File: src/rtl/sr_cfg_loader.sv
// sr_cfg_loader
// Serial loader for two external configuration shift registers: a static
// register of SIZESRSTAT bits and a dynamic register of SIZESRDYN bits.
// A request is accepted with a valid/ready handshake. The word is then
// shifted out MSB-first on sdo while the matching sel_* line is high. A
// one-cycle latch/done strobe follows, then GAP_CYCLES idle cycles.
//
// Ports
//   CLK                    system clock, rising edge
//   RST_N                  asynchronous active-low reset
//   stat_valid / stat_data static load request and its word
//   stat_ready             static request accepted this cycle
//   dyn_valid / dyn_data   dynamic load request and its word
//   dyn_ready              dynamic request accepted this cycle
//   sdo                    serial data, MSB-first
//   sel_stat / sel_dyn     shift enable for the static / dynamic register
//   latch / done           one-cycle strobe after the last shifted bit
//   busy                   high whenever the loader is not idle
module sr_cfg_loader #(
  parameter int SIZESRSTAT = 88,
  parameter int SIZESRDYN  = 16,
  parameter int GAP_CYCLES = 8
) (
  input  logic                  CLK,
  input  logic                  RST_N,
  input  logic                  stat_valid,
  input  logic [SIZESRSTAT-1:0] stat_data,
  output logic                  stat_ready,
  input  logic                  dyn_valid,
  input  logic [SIZESRDYN-1:0]  dyn_data,
  output logic                  dyn_ready,
  output logic                  sdo,
  output logic                  sel_stat,
  output logic                  sel_dyn,
  output logic                  latch,
  output logic                  done,
  output logic                  busy
);

  localparam int MAXW = (SIZESRSTAT > SIZESRDYN) ? SIZESRSTAT : SIZESRDYN;
  localparam int CW   = $clog2(MAXW) + 1;

  typedef enum logic [1:0] {
    IDLE  = 2'd0,
    SHIFT = 2'd1,
    LATCH = 2'd2,
    GAP   = 2'd3
  } state_t;

  state_t          state_q, state_d;
  logic [CW-1:0]   bit_cnt_q, bit_cnt_d;
  logic [7:0]      gap_cnt_q, gap_cnt_d;
  logic [MAXW-1:0] buf_q, buf_d;
  logic            tgt_stat_q, tgt_stat_d;
  logic            sdo_q, sdo_d;
  logic            sel_stat_q, sel_stat_d;
  logic            sel_dyn_q, sel_dyn_d;
  logic            latch_q, latch_d;
  logic            done_q, done_d;
  logic            busy_q, busy_d;

  logic            stat_hs_s;
  logic            dyn_hs_s;
  logic [MAXW-1:0] stat_al_s;
  logic [MAXW-1:0] dyn_al_s;
  logic [MAXW-1:0] buf_shl_s;

  // Ready is decoded from registered state; static always wins over dynamic.
  assign stat_ready = (state_q == IDLE);
  assign dyn_ready  = (state_q == IDLE) && !stat_valid;
  assign stat_hs_s  = stat_valid && stat_ready;
  assign dyn_hs_s   = dyn_valid && dyn_ready;

  // Left-align both words in the shared buffer so the MSB is always buf[MAXW-1].
  assign stat_al_s  = MAXW'(stat_data) << (MAXW - SIZESRSTAT);
  assign dyn_al_s   = MAXW'(dyn_data) << (MAXW - SIZESRDYN);
  assign buf_shl_s  = buf_q << 1;

  assign sdo      = sdo_q;
  assign sel_stat = sel_stat_q;
  assign sel_dyn  = sel_dyn_q;
  assign latch    = latch_q;
  assign done     = done_q;
  assign busy     = busy_q;

  // Next-state and next-output computation for the loader FSM.
  always_comb begin
    state_d    = state_q;
    bit_cnt_d  = bit_cnt_q;
    gap_cnt_d  = gap_cnt_q;
    buf_d      = buf_q;
    tgt_stat_d = tgt_stat_q;
    sdo_d      = 1'b0;
    sel_stat_d = 1'b0;
    sel_dyn_d  = 1'b0;
    latch_d    = 1'b0;
    done_d     = 1'b0;
    case (state_q)
      IDLE: begin
        // The first bit is presented in the cycle right after the handshake.
        // The counter therefore holds the number of SHIFT cycles still to go.
        if (stat_hs_s) begin
          state_d    = SHIFT;
          buf_d      = stat_al_s;
          tgt_stat_d = 1'b1;
          bit_cnt_d  = CW'(SIZESRSTAT - 1);
          sdo_d      = stat_al_s[MAXW-1];
          sel_stat_d = 1'b1;
        end else if (dyn_hs_s) begin
          state_d    = SHIFT;
          buf_d      = dyn_al_s;
          tgt_stat_d = 1'b0;
          bit_cnt_d  = CW'(SIZESRDYN - 1);
          sdo_d      = dyn_al_s[MAXW-1];
          sel_dyn_d  = 1'b1;
        end else begin
          state_d    = IDLE;
        end
      end
      SHIFT: begin
        if (bit_cnt_q == {CW{1'b0}}) begin
          state_d = LATCH;
          latch_d = 1'b1;
          done_d  = 1'b1;
        end else begin
          bit_cnt_d  = bit_cnt_q - CW'(1);
          buf_d      = buf_shl_s;
          sdo_d      = buf_shl_s[MAXW-1];
          sel_stat_d = tgt_stat_q;
          sel_dyn_d  = !tgt_stat_q;
        end
      end
      LATCH: begin
        state_d   = GAP;
        gap_cnt_d = 8'(GAP_CYCLES - 1);
      end
      GAP: begin
        if (gap_cnt_q == 8'd0) begin
          state_d = IDLE;
        end else begin
          gap_cnt_d = gap_cnt_q - 8'd1;
        end
      end
      default: begin
        state_d = IDLE;
      end
    endcase
    busy_d = (state_d != IDLE);
  end

  // State, counters, buffer and registered outputs.
  always_ff @(posedge CLK or negedge RST_N) begin
    if (!RST_N) begin
      state_q    <= IDLE;
      bit_cnt_q  <= {CW{1'b0}};
      gap_cnt_q  <= 8'd0;
      buf_q      <= {MAXW{1'b0}};
      tgt_stat_q <= 1'b0;
      sdo_q      <= 1'b0;
      sel_stat_q <= 1'b0;
      sel_dyn_q  <= 1'b0;
      latch_q    <= 1'b0;
      done_q     <= 1'b0;
      busy_q     <= 1'b0;
    end else begin
      state_q    <= state_d;
      bit_cnt_q  <= bit_cnt_d;
      gap_cnt_q  <= gap_cnt_d;
      buf_q      <= buf_d;
      tgt_stat_q <= tgt_stat_d;
      sdo_q      <= sdo_d;
      sel_stat_q <= sel_stat_d;
      sel_dyn_q  <= sel_dyn_d;
      latch_q    <= latch_d;
      done_q     <= done_d;
      busy_q     <= busy_d;
    end
  end

endmodule

File: config.mk
export PLATFORM = sky130hd
export DESIGN_NAME = sr_cfg_loader
export DESIGN_NICKNAME = d
export VERILOG_FILES = /design/src/rtl/sr_cfg_loader.sv
export SDC_FILE = /design/constraint.sdc
export NUM_CORES = 1
export LEC_CHECK = 0
export BUFFER_PORTS_ARGS = -buffer_cell sky130_fd_sc_hd__clkbuf_2
export CORE_ASPECT_RATIO = 1.5
export CORE_MARGIN = 1.5
export CORE_UTILIZATION = 49
export DETAILED_ROUTE_END_ITERATION = 10
export PLACE_DENSITY = 0.76
export SKIP_CTS_REPAIR_TIMING = 1
export SLEW_MARGIN = 15
export SYNTH_ARGS = -nofsm -noshare
export SYNTH_HDL_FRONTEND = slang
export SYNTH_SLANG_ARGS = --single-unit
File: constraint.sdc
create_clock -name CLK -period 1.85 [get_ports CLK]
set_input_delay 0.0925 -clock CLK [delete_from_list [all_inputs] [get_ports CLK]]
set_output_delay 0.0925 -clock CLK [all_outputs]
set_load 0.1 [all_outputs]
### Yosys cells after proc, flatten, opt, wreduce, memory -nomap -nowiden

Cells that the tools add are included.

* register bits after elaboration: 111
* bits of input ports: 108
* output and inout bits: 8
* word-level logic and storage cells: 63

* add/sub/neg operators: 2
* eq/ne operators: 6
* multiplexer cells: 30
* reductions and logical operators: 15

Operator list (count)
* 87-bit two-way mux: 3
* 87-bit one-hot mux with 2 select lines: 1
* 8-bit two-way mux: 4
* 8-bit one-hot mux with 2 select lines: 2
* 8-bit logical NOT: 2
* 8-bit by 1-bit subtractor with 8-bit output (second input constant): 2
* 1-bit two-way mux: 14
* 2-bit one-hot mux with 4 select lines: 1
* 2-bit nonzero test: 4
* 1-bit one-hot mux with 2 select lines: 3
* 2-bit == test (second input constant): 2
* 2-bit two-way mux: 2
* 2-bit != test (second input constant): 2
* 2-bit AND reduction: 2
* 1-bit logical AND: 3
* 3-bit by 1-bit != test with 1-bit output (second input constant): 1
* 3-bit AND reduction: 1
* 2-bit by 1-bit == test with 1-bit output (second input constant): 1
* 1-bit logical NOT: 2
* 2-bit logical NOT: 1

### Logic depth before layout (Yosys ltp)

* word-level depth: 7
* mapped depth: 9

### Worst setup path after synthesis

Ideal clock, no wire load.

* kind: register -> register
* start point: register state_q[0]
* end point: register sel_dyn_q (netlist: sel_dyn)
* library setup time: 0.083 ns
* arrival: 3.049 ns
* required time: 1.767 ns
* setup slack: -1.281 ns
* cell stages (with the launch flop): 6
* cell sequence: dfrtp_1 > buf_2 > clkbuf_1 > nor3_1 > nand2_1 > o21ai_0

* cells in the longest elaborated chain, start to end: 6
* elaborated cells between the ends (all ways): 8

Ends and longest elaborated chain
* start, declared: line 50 `state_t state_q, state_d;`
* start signal, assigned: line 166 `state_q <= state_d;`
* 2-bit logical NOT: line 70 `assign dyn_ready = (state_q == IDLE) && !stat_valid;`
* 1-bit logical AND: line 70
* net dyn_ready: line 31 `output logic dyn_ready,`
* 1-bit logical AND: line 72 `assign dyn_hs_s = dyn_valid && dyn_ready;`
* 1-bit two-way mux: line 109 `end else if (dyn_hs_s) begin`
* 1-bit two-way mux: line 102 `if (stat_hs_s) begin`
* 1-bit one-hot mux with 2 select lines: line 98 `case (state_q)`
* net sel_dyn_d: line 57 `logic sel_dyn_q, sel_dyn_d;`
* end signal, assigned: line 173 `sel_dyn_q <= sel_dyn_d;`
* end, declared: line 57

The timed path passes the listed nets, and every way through them passes these cells.
A chain may end at the register's enable or synchronous reset.

### Worst setup path after layout

* start point: register bit_cnt_q[1]
* end point: register buf_q[41]

* cells in the longest elaborated chain, start to end: 3

Ends and longest elaborated chain
* start, declared: line 51 `logic [CW-1:0] bit_cnt_q, bit_cnt_d;`
* start signal, assigned: line 155 `bit_cnt_q <= {CW{1'b0}};`
* start signal, assigned: line 167 `bit_cnt_q <= bit_cnt_d;`
* 8-bit logical NOT: line 121 `if (bit_cnt_q == {CW{1'b0}}) begin`
* 2-bit != test (no source line)
* 3-bit AND reduction (no source line)
* end signal, assigned: line 157 `buf_q <= {MAXW{1'b0}};`
* end signal, assigned: line 169 `buf_q <= buf_d;`
* end, declared: line 53 `logic [MAXW-1:0] buf_q, buf_d;`

No other way between the ends.

==> impl_metrics.tcl <==
set metrics [dict create \
    synth_seq_cells 111 \
    vias 4755 \
    ant_nets 0 \
    dp_worst_setup_slack_ns -0.0242 \
    critPathArrivalTime_ns 2.23 \
    syn-instance-count 486 \
    syn_nets 597 \
    synth_area_per_cell_um2 10.4 \
    clk_pin_slew_worst_paths_ns 0.07 \
    grt_overflow_total 0 \
    ys_seq_area_frac 0.550 \
    wire_per_inst_um 17.5 \
    die_w_um 85.9 \
    hpwlAfterDp_um 8240 \
    dieArea_um2 10900 \
    clock_latency_ns 0.35 \
    final_area_um2 7140 \
    crit_path_start_kind "flip-flop" \
    synth_top_area_cell "dfrtp_1" \
    worst_hold_path_type "input port to flip-flop" \
    core-area_um2 10100 \
    grt_max_degree 67 \
    failed_checks "DRC, hold timing, setup timing" \
    final_cells 798 \
    tightest_slew_ns 0.568 \
    grt_pass1_wl_um 19300 \
    placed_area_um2 5910 \
    portBuffers 115 \
    vdd_drop_max_mv 0.879 \
    ys_warn_count 0 \
    antenna_found_initial 0 \
    fin_setup_tns_ns -3.57 \
    critPathCaptureType "flip-flop" \
    cts_max_path_buffers 2 \
    rsz0062_at_grt "true" \
    post-route-period-util 1.09 \
    p_per_area_nw_per_um2 1330 \
    path_class "flip-flop to flip-flop" \
    hold_violations 3 \
    maxCapViolCount 0 \
    yosys-top-cells-area "dfrtp_1 55%, a222oi_1 14%, inv_1 5.8%" \
    p_leak_nw 3.85 \
    yosys.cell_types.count 39 \
    relSlewSlack 0.621 \
    area_delta_synth_final_pct 41.4 \
    netlist_area_um2 5050 \
    wl_met2_um 7640 \
    drive_above_1_share 0.302 \
    report.final.slew_viol_count 0 \
    wl_met3_um 706 \
    cp_max_fo 40 \
    grt_pass1_vias 4100 \
    rows 45 \
    mostFrequentLayoutCells "113 x clkbuf_2, 111 x dfrtp_1, 77 x inv_1" \
    fin_worst_skew_ns 0.00764 \
    cts_root_buf "clkbuf_16" \
    drt_wl_total_um 14000 \
    drt_pass1_iterations 11 \
    top_layer "met4" \
    first_iter_violations 542 \
    period_minus_slack_ns 2.01 \
    fmax_mhz 496 \
    wl_met1_um 5350 \
    final_common_cell "clkbuf_2" \
    finalSetupViolations 66 \
    ios 116 \
    cp.required_ns 2.07 \
    die_h_um 127 \
    track_usage 0.223 \
    status "finished, violations left" \
    whs_ns -0.0247 \
    post-place-cells 705 \
    cts_tree "done" \
    gp_congestion 0.799 \
    antenna_cells 0 \
    drc 8 \
    initial_core_util 0.501 \
    synth_top_area_frac 0.550 \
    nets 787 \
    power.total_mw 9.52 \
    nFillCells 678 \
    cts_buffers 9 \
    worst_slack_ns -0.164 \
    vias_per_cell 5.96 \
    cts.htree.levels 3 \
    clock_sinks 111 \
]
==> cell type report <==
type / instances / area, um^2 / area share
clock buffer: 11 / 253 / 0.0354
clock inverter: 5 / 32.5 / 0.00456
inverter: 78 / 293 / 0.0410
multi-input combinational: 254 / 1910 / 0.267
sequential: 111 / 2780 / 0.389
tap: 117 / 146 / 0.0205
timing repair buffer: 222 / 1730 / 0.242
==> sequential cells by signal, indices dropped and copies added (netlist names) <==
name,cells
bit_cnt_q,8
buf_q,87
busy,1
done,1
gap_cnt_q,8
sdo,1
sel_dyn,1
sel_stat,1
state_q,2
tgt_stat_q,1
==> power by group <==
part	leakage (nW)	total, mW	switching (mW)	internal (mW)
registers	1.47	3.76	0.569	3.19
logic	2.25	3.90	2.16	1.74
clock network	0.134	1.86	0.873	0.983
total	3.85	9.52	3.61	5.92
==> synth_stat cells <==
library cell,n
a21boi_0,2
a21o_1,2
a21oi_1,36
a222oi_1,71
a22o_1,6
a22oi_1,2
a311o_1,1
a31o_2,1
a31oi_1,2
a41o_1,1
and2_1,1
buf_2,18
buf_4,1
buf_6,5
clkbuf_1,19
dfrtp_1,111
ha_1,3
inv_1,78
mux2i_1,1
nand2_1,43
nand2b_1,3
nand3_1,2
nand3b_1,16
nor2_1,12
nor2b_1,1
nor3_1,4
nor3b_1,1
nor4_1,1
nor4_4,1
nor4b_2,1
o211ai_1,2
o21a_1,1
o21ai_0,25
o21ai_1,1
o31ai_1,5
o41ai_1,2
or3_1,1
or4_1,2
or4b_1,1
==> per-layer routing <==
metal | global-route usage | vias to the layer above
li1 | - | 2174
met1 | 0.281 | 2343
met2 | 0.373 | 212
met3 | 0.0581 | 26
met4 | 0.0750 | 0
met5 | 0 | -
==> final timing paths <==
path / to / cells after the start / slack (ns) / from
setup reg to reg: buf_q[41] / 7 / -0.16 / bit_cnt_q[1]
hold reg to reg: buf_q[81] / 2 / 0.50 / buf_q[81]
max in group asynchronous: buf_q[17] / 3 / 1.03 / RST_N
min in group asynchronous: gap_cnt_q[7] / 3 / 0.32 / RST_N
setup / recovery: buf_q[41] / 7 / -0.16 / bit_cnt_q[1]
hold / removal: buf_q[48] / 3 / -0.02 / stat_data[48]
==> cell families (layout without fill, tap and decap cells) <==
family,after synthesis,count (layout),synth area share
compound gates,160,160,0.245
buf+inv,121,316,0.103
flops,111,111,0.550
simple gates,90,90,0.0929
fa+ha+maj,3,3,0.00743
mux,1,1,0.00198
==> metrics by stage <==
stage	utilization	hold slack, ns
2_1_floorplan	-	-0.203
3_3_place_gp	0.586	0.124
3_5_place_dp	0.586	0.131
4_1_cts	0.615	-0.243
5_1_grt	0.709	-0.000654
6_report	0.709	-0.0247
==> critical path, cell delays in order (launching register included) <==
cell and delay, ns:
dfrtp_1 0.35, inv_1 0.07, ha_2 0.17, nor3b_4 0.14, a311o_2 0.42, buf_12 0.21, a222oi_1 0.42, inv_1 0.09
No activity file was read; power rests on OpenSTA's default activity.
